<file path="src/rtl/dmem_uart_tx.sv">
// rtl/dmem_uart_tx.sv - memory-mapped 8N1 UART transmitter on the data-memory port B
module dmem_uart_tx #(
    parameter int FIFO_DEPTH   = 8,
    parameter int CLKS_PER_BIT = 868
) (
    input  logic        clk,
    input  logic        rst_n,
    input  logic        sel,
    input  logic [31:0] addr,
    input  logic [3:0]  we,
    input  logic [31:0] di,
    output logic [31:0] dout,
    output logic        tx,
    output logic        irq
);

    localparam int AW = (FIFO_DEPTH > 1) ? $clog2(FIFO_DEPTH) : 1;
    localparam int CW = AW + 1;

    typedef enum logic [1:0] {
        S_IDLE,
        S_START,
        S_DATA,
        S_STOP
    } state_t;

    state_t        state;
    logic [7:0]    mem [FIFO_DEPTH];
    logic [AW-1:0] wr_ptr;
    logic [AW-1:0] rd_ptr;
    logic [CW-1:0] count;
    logic [15:0]   bauddiv;
    logic          en;
    logic          irqen;
    logic          ovf;
    logic [7:0]    shift;
    logic [2:0]    bit_idx;
    logic [15:0]   clk_cnt;
    logic [15:0]   div_lat;

    logic [1:0]    reg_sel;
    logic          wr_txdata;
    logic          wr_status;
    logic          wr_baud_lo;
    logic          wr_baud_hi;
    logic          wr_ctrl;
    logic          full;
    logic          empty;
    logic          busy;
    logic          pop;
    logic          push;
    logic          bit_done;
    logic [31:0]   cnt_wide;
    logic [3:0]    cnt_sat;
    logic [31:0]   rd_val;
    logic          unused_bits;

    assign reg_sel    = addr[3:2];
    assign wr_txdata  = sel && we[0] && (reg_sel == 2'd0);
    assign wr_status  = sel && we[0] && (reg_sel == 2'd1);
    assign wr_baud_lo = sel && we[0] && (reg_sel == 2'd2);
    assign wr_baud_hi = sel && we[1] && (reg_sel == 2'd2);
    assign wr_ctrl    = sel && we[0] && (reg_sel == 2'd3);

    assign full   = (count == CW'(FIFO_DEPTH));
    assign empty  = (count == '0);
    assign busy   = (state != S_IDLE);
    assign pop    = (state == S_IDLE) && en && !empty;
    // A pop in the same cycle frees a slot, so a push into a full FIFO still lands.
    assign push   = wr_txdata && (!full || pop);
    assign bit_done = (clk_cnt == (div_lat - 16'd1));

    assign irq = irqen && empty && !busy;

    assign cnt_wide = 32'(count);
    assign cnt_sat  = (cnt_wide > 32'd15) ? 4'hF : cnt_wide[3:0];

    always_comb begin
        rd_val = 32'd0;
        case (reg_sel)
            2'd0: rd_val = 32'd0;
            2'd1: rd_val = {20'd0, cnt_sat, 4'd0, ovf, busy, empty, full};
            2'd2: rd_val = {16'd0, bauddiv};
            2'd3: rd_val = {30'd0, irqen, en};
            default: rd_val = 32'd0;
        endcase
    end

    assign unused_bits = ^{addr[31:4], addr[1:0], we[3:2], di[31:16], cnt_wide[31:4]};

    always_ff @(posedge clk) begin
        if (push) begin
            mem[wr_ptr] <= di[7:0];
        end
    end

    always_ff @(posedge clk or negedge rst_n) begin
        if (!rst_n) begin
            wr_ptr  <= '0;
            rd_ptr  <= '0;
            count   <= '0;
            bauddiv <= 16'(CLKS_PER_BIT);
            en      <= 1'b1;
            irqen   <= 1'b0;
            ovf     <= 1'b0;
            dout    <= 32'd0;
        end else begin
            if (sel) begin
                dout <= rd_val;
            end
            if (push) begin
                wr_ptr <= wr_ptr + AW'(1);
            end
            if (pop) begin
                rd_ptr <= rd_ptr + AW'(1);
            end
            if (push && !pop) begin
                count <= count + CW'(1);
            end else if (pop && !push) begin
                count <= count - CW'(1);
            end
            if (wr_txdata && !push) begin
                ovf <= 1'b1;
            end else if (wr_status && di[3]) begin
                ovf <= 1'b0;
            end
            if (wr_baud_lo) begin
                bauddiv[7:0] <= di[7:0];
            end
            if (wr_baud_hi) begin
                bauddiv[15:8] <= di[15:8];
            end
            if (wr_ctrl) begin
                en    <= di[0];
                irqen <= di[1];
            end
        end
    end

    // The divisor is latched at frame start so BAUDDIV writes never stretch a frame in flight.
    always_ff @(posedge clk or negedge rst_n) begin
        if (!rst_n) begin
            state   <= S_IDLE;
            tx      <= 1'b1;
            shift   <= 8'd0;
            bit_idx <= 3'd0;
            clk_cnt <= 16'd0;
            div_lat <= 16'd1;
        end else begin
            case (state)
                S_IDLE: begin
                    tx <= 1'b1;
                    if (pop) begin
                        shift   <= mem[rd_ptr];
                        div_lat <= (bauddiv == 16'd0) ? 16'd1 : bauddiv;
                        clk_cnt <= 16'd0;
                        tx      <= 1'b0;
                        state   <= S_START;
                    end
                end
                S_START: begin
                    if (bit_done) begin
                        clk_cnt <= 16'd0;
                        bit_idx <= 3'd0;
                        tx      <= shift[0];
                        state   <= S_DATA;
                    end else begin
                        clk_cnt <= clk_cnt + 16'd1;
                    end
                end
                S_DATA: begin
                    if (bit_done) begin
                        clk_cnt <= 16'd0;
                        shift   <= shift >> 1;
                        if (bit_idx == 3'd7) begin
                            tx    <= 1'b1;
                            state <= S_STOP;
                        end else begin
                            bit_idx <= bit_idx + 3'd1;
                            tx      <= shift[1];
                        end
                    end else begin
                        clk_cnt <= clk_cnt + 16'd1;
                    end
                end
                S_STOP: begin
                    if (bit_done) begin
                        clk_cnt <= 16'd0;
                        state   <= S_IDLE;
                    end else begin
                        clk_cnt <= clk_cnt + 16'd1;
                    end
                end
                default: begin
                    tx    <= 1'b1;
                    state <= S_IDLE;
                end
            endcase
        end
    end

endmodule

</file>
<file path="config.mk">
export PLATFORM = sky130hd
export DESIGN_NAME = dmem_uart_tx
export DESIGN_NICKNAME = d
export VERILOG_FILES = /design/src/rtl/dmem_uart_tx.sv
export SDC_FILE = /design/constraint.sdc
export NUM_CORES = 1
export LEC_CHECK = 0
export ABC_AREA = 1
export ABC_CLOCK_PERIOD_IN_PS = 2400
export BUFFER_PORTS_ARGS = -buffer_cell sky130_fd_sc_hd__buf_2
export CAP_MARGIN = 30
export CORE_UTILIZATION = 51
export DETAILED_ROUTE_END_ITERATION = 10
export PLACE_DENSITY = 0.75
export SLEW_MARGIN = 20
export SYNTH_ARGS = -nofsm -noshare
export SYNTH_HDL_FRONTEND = slang
export SYNTH_SLANG_ARGS = --single-unit
export TNS_END_PERCENT = 100
</file>
<file path="constraint.sdc">
create_clock -name clk -period 2.4 [get_ports clk]
set_input_delay 0.6 -clock clk [delete_from_list [all_inputs] [get_ports clk]]
set_output_delay 0.6 -clock clk [all_outputs]
set_load 0.02 [all_outputs]
</file>
==> out/results.tsv <==
stage	metric	value	unit
logic_synthesis	synth-edff-count	64	
clock_tree	clkSinkCount	155	
logic_synthesis	ys_warn_count	0	
finish	fin_cells	1110	
sta	tightest_slew	0.510	ns
grt	track_usage	0.224	
placed_design	hpwl	11400	µm
placed_design	place_congestion	0.859	
sta	timing.final.ws_setup	0.0995	ns
finish	area_growth	17.9	%
logic_synthesis	yosys.area_share.adder	0.0257	
setup_path	cp_slowest_stage_delay	0.56	ns
finish	n_antenna_cell	0	
sta	period_share	0.959	
routing	viasPerCell	5.28	
routing	first_iter_violations	390	
sta	fmax	0.435	GHz
grt	grt_max_degree	39	
floorplan	die_w	124	µm
setup_path	path_cells	inv_2, ha_4, or2_4, nand4_1, nor2_1, nand2_1, nor2_1, nand3_1, nor2_4, nand2_4, a21oi_4, clkbuf_16, nor2_4	
logic_synthesis	synth_simple_gate_area_share	0.225	
logic_synthesis	synth_area	7590	µm²
clock_tree	cts_buffers	17	
setup_path	arrival	2.62	ns
routing	top_layer	met4	
clock_tree	clk_pin_slew_worst_paths	0.07	ns
grt	antenna_found_initial	0	
pwr	p_total	0.0102	W
finish	most-common-layout-cells	nand2_1, nor2_1, dfrtp_1, o21ai_0, edfxtp_1	
routing	drt_wl_total	16500	µm
sta	skew	0.0120	ns
logic_synthesis	syn_area_per_cell	9.16	µm²
finish	finalCoreUtilization	0.616	
routing	wire_per_inst	14.8	µm
sta	hold_ws	0.0351	ns
clock_tree	clk_latency	0.43	ns
logic_synthesis	synthXorXnorAreaFrac	0.0346	
routing	wl_met2	7840	µm
floorplan	start_util	0.522	
setup_path	crit_buf_inv	2	
finish	multi_input_area	3050	µm²
clock_tree	cts-hold-fix-buffers	0	
logic_synthesis	synth_ff_type	dfrtp_1	
finish	fill_cells	1199	
setup_path	ff2ff_path_depth	13	
logic_synthesis	ys_seq_area_frac	0.554	
floorplan	die_y	124	µm
logic_synthesis	synth_compound_area_frac	0.0984	
floorplan	rows	44	
setup_path	crit_slowest_cell	dfstp_2	
logic_synthesis	async_flop_share	0.587	
sta	slew_headroom	0.659	
clock_tree	cts_buffer_depth	2	
sta	hold_viol	0	
setup_path	cp.depth	13	
clock_tree	cts_root_buffer	clkbuf_16	
routing	vias	5860	
finish	nNetsFinal	999	
pwr	power.density	1140	nW/µm²
logic_synthesis	synth-seq-cells	155	
outcome	outcome	finished clean	
grt	grt_first_pass_wirelength	25800	µm
setup_path	path_max_fanout	6	
finish	final_common_cell	nand2_1	
setup_path	cp_top_family	simple AND/OR/NAND/NOR gates	
setup_path	crit_required	2.72	ns
setup_path	critPathKind	reg -> reg	
routing	drtPass1Iterations	6	
logic_synthesis	synth_mux_area_frac	0	
finish	seq_area	4210	µm²
pwr	ir_worst_vdd	0.887	mV
logic_synthesis	synthCells	829	
placed_design	dp_cells	1069	
sta	fin_crit	2.30	ns
placed_design	pre_cts_ws	-0.0579	ns
pwr	leakagePower	3.96	nW
setup_path	cp-end-kind	flip-flop	
floorplan	die_area	15400	µm²
grt	overflow	0	
routing	ant_nets	0	
clock_tree	cts_tree	done	
grt	grt_pass1_vias	5255	
hold_path	min_path_type	in -> async	
floorplan	core_area	14500	µm²
finish	layout-drive-gt1-share	0.188	
routing	drc	0	
routing	met1Wirelength	7550	µm
sta	grt_setup_unrepaired	yes	
job	cap_viol_max_count	0	
sta	setup_viol	0	
placed_design	port_buffers	40	
logic_synthesis	yosysUniqueCellTypes	43	
floorplan	ioPinCount	105	
setup_path	setup.worst_path.start_class	flip-flop	
routing	wl_met3	822	µm
clock_tree	cts_max_level	4	
logic_synthesis	synth_top_family_by_area	simple AND/OR/NAND/NOR gates	
sta	slew_violations	0	
-- path summary, 6_finish.rpt --
kind	start	to	slack [ns]
max	div_lat[0]	clk_cnt[8]	0.1
min	rst_n	clk_cnt[14]	0.04
max reg2reg	div_lat[0]	clk_cnt[8]	0.1
min reg2reg	dout[15]	dout[15]	0.48
max in group asynchronous	rst_n	tx	1.78
min in group clk	di[9]	bauddiv[9]	0.42
-- kinds of logic (layout without fill, tap and decap cells) --
family / after synthesis / after routing
AND/OR/NAND/NOR: 389 / 389
flip-flops: 155 / 155
AO/OA/AOI/OAI: 133 / 133
buffers and inverters: 106 / 188
XOR/XNOR: 30 / 30
adder cells (fa/ha/maj): 15 / 15
other: 1 / 16
-- cell usage after synthesis, types with 12 or more instances --
master / instances / area (µm²)
clkbuf_1: 18 / 67.6
o22ai_1: 14 / 87.6
nor2_2: 14 / 87.6
dfrtp_1: 83 / 2080
nand3_1: 51 / 255
edfxtp_1: 64 / 1920
o21ai_0: 73 / 365
xnor2_1: 12 / 105
nand2_1: 172 / 646
a21oi_1: 24 / 120
buf_4: 16 / 120
inv_1: 66 / 248
ha_1: 14 / 175
xor2_1: 18 / 158
nor3_1: 15 / 75.1
nor2_1: 103 / 387
-- layer usage --
| metal | global-route usage | vias to the layer above |
|---|---|---|
| li1 | - | 2922 |
| met1 | 0.312 | 2766 |
| met2 | 0.350 | 148 |
| met3 | 0.0513 | 24 |
| met4 | 0.0662 | 0 |
| met5 | 0 | - |
-- final cells by class --
type / count / share of cell area
Timing Repair Buffer: 87 / 0.0668
Sequential cell: 155 / 0.471
Tap cell: 184 / 0.0257
Clock buffer: 17 / 0.0475
Inverter: 69 / 0.0289
Multi-Input combinational cell: 583 / 0.340
Clock inverter: 15 / 0.0200
-- state kept, by name, indices dropped and copies added, names as in the netlist --
register / cells
tx: 1
en: 1
clk_cnt: 16
bit_idx: 3
mem: 64
bauddiv: 16
ovf: 1
wr_ptr: 3
state: 2
count: 4
dout: 16
shift: 8
rd_ptr: 3
irqen: 1
div_lat: 16
-- worst register-to-register path, delay by kind of cell (launching register included) --
kind	cells	cell delay [ns]
flip-flops	1	0.56
adder cells (fa/ha/maj)	1	0.26
AO/OA/AOI/OAI	1	0.24
AND/OR/NAND/NOR	9	0.89
buffers and inverters	2	0.26
-- per-stage QoR --
step,area (µm²),TNS (ns)
after floorplan,7660,0
after global placement,8200,-0.00747
after detailed placement,8200,-0.0579
after CTS,8800,0
after global routing,8950,-0.489
final,8950,0
-- where the power goes --
part,switching (W),internal (W)
logic,0.00235,0.00147
clock network,0.00125,0.00140
registers,0.000473,0.00328
total,0.00407,0.00615
-- repair_timing --
item                                    4_1_cts  5_1_grt
endpoints found under the setup margin        0       22
buffers inserted                              0        8
gates resized for setup                       0       17
Power figures use the tool's default switching activity.
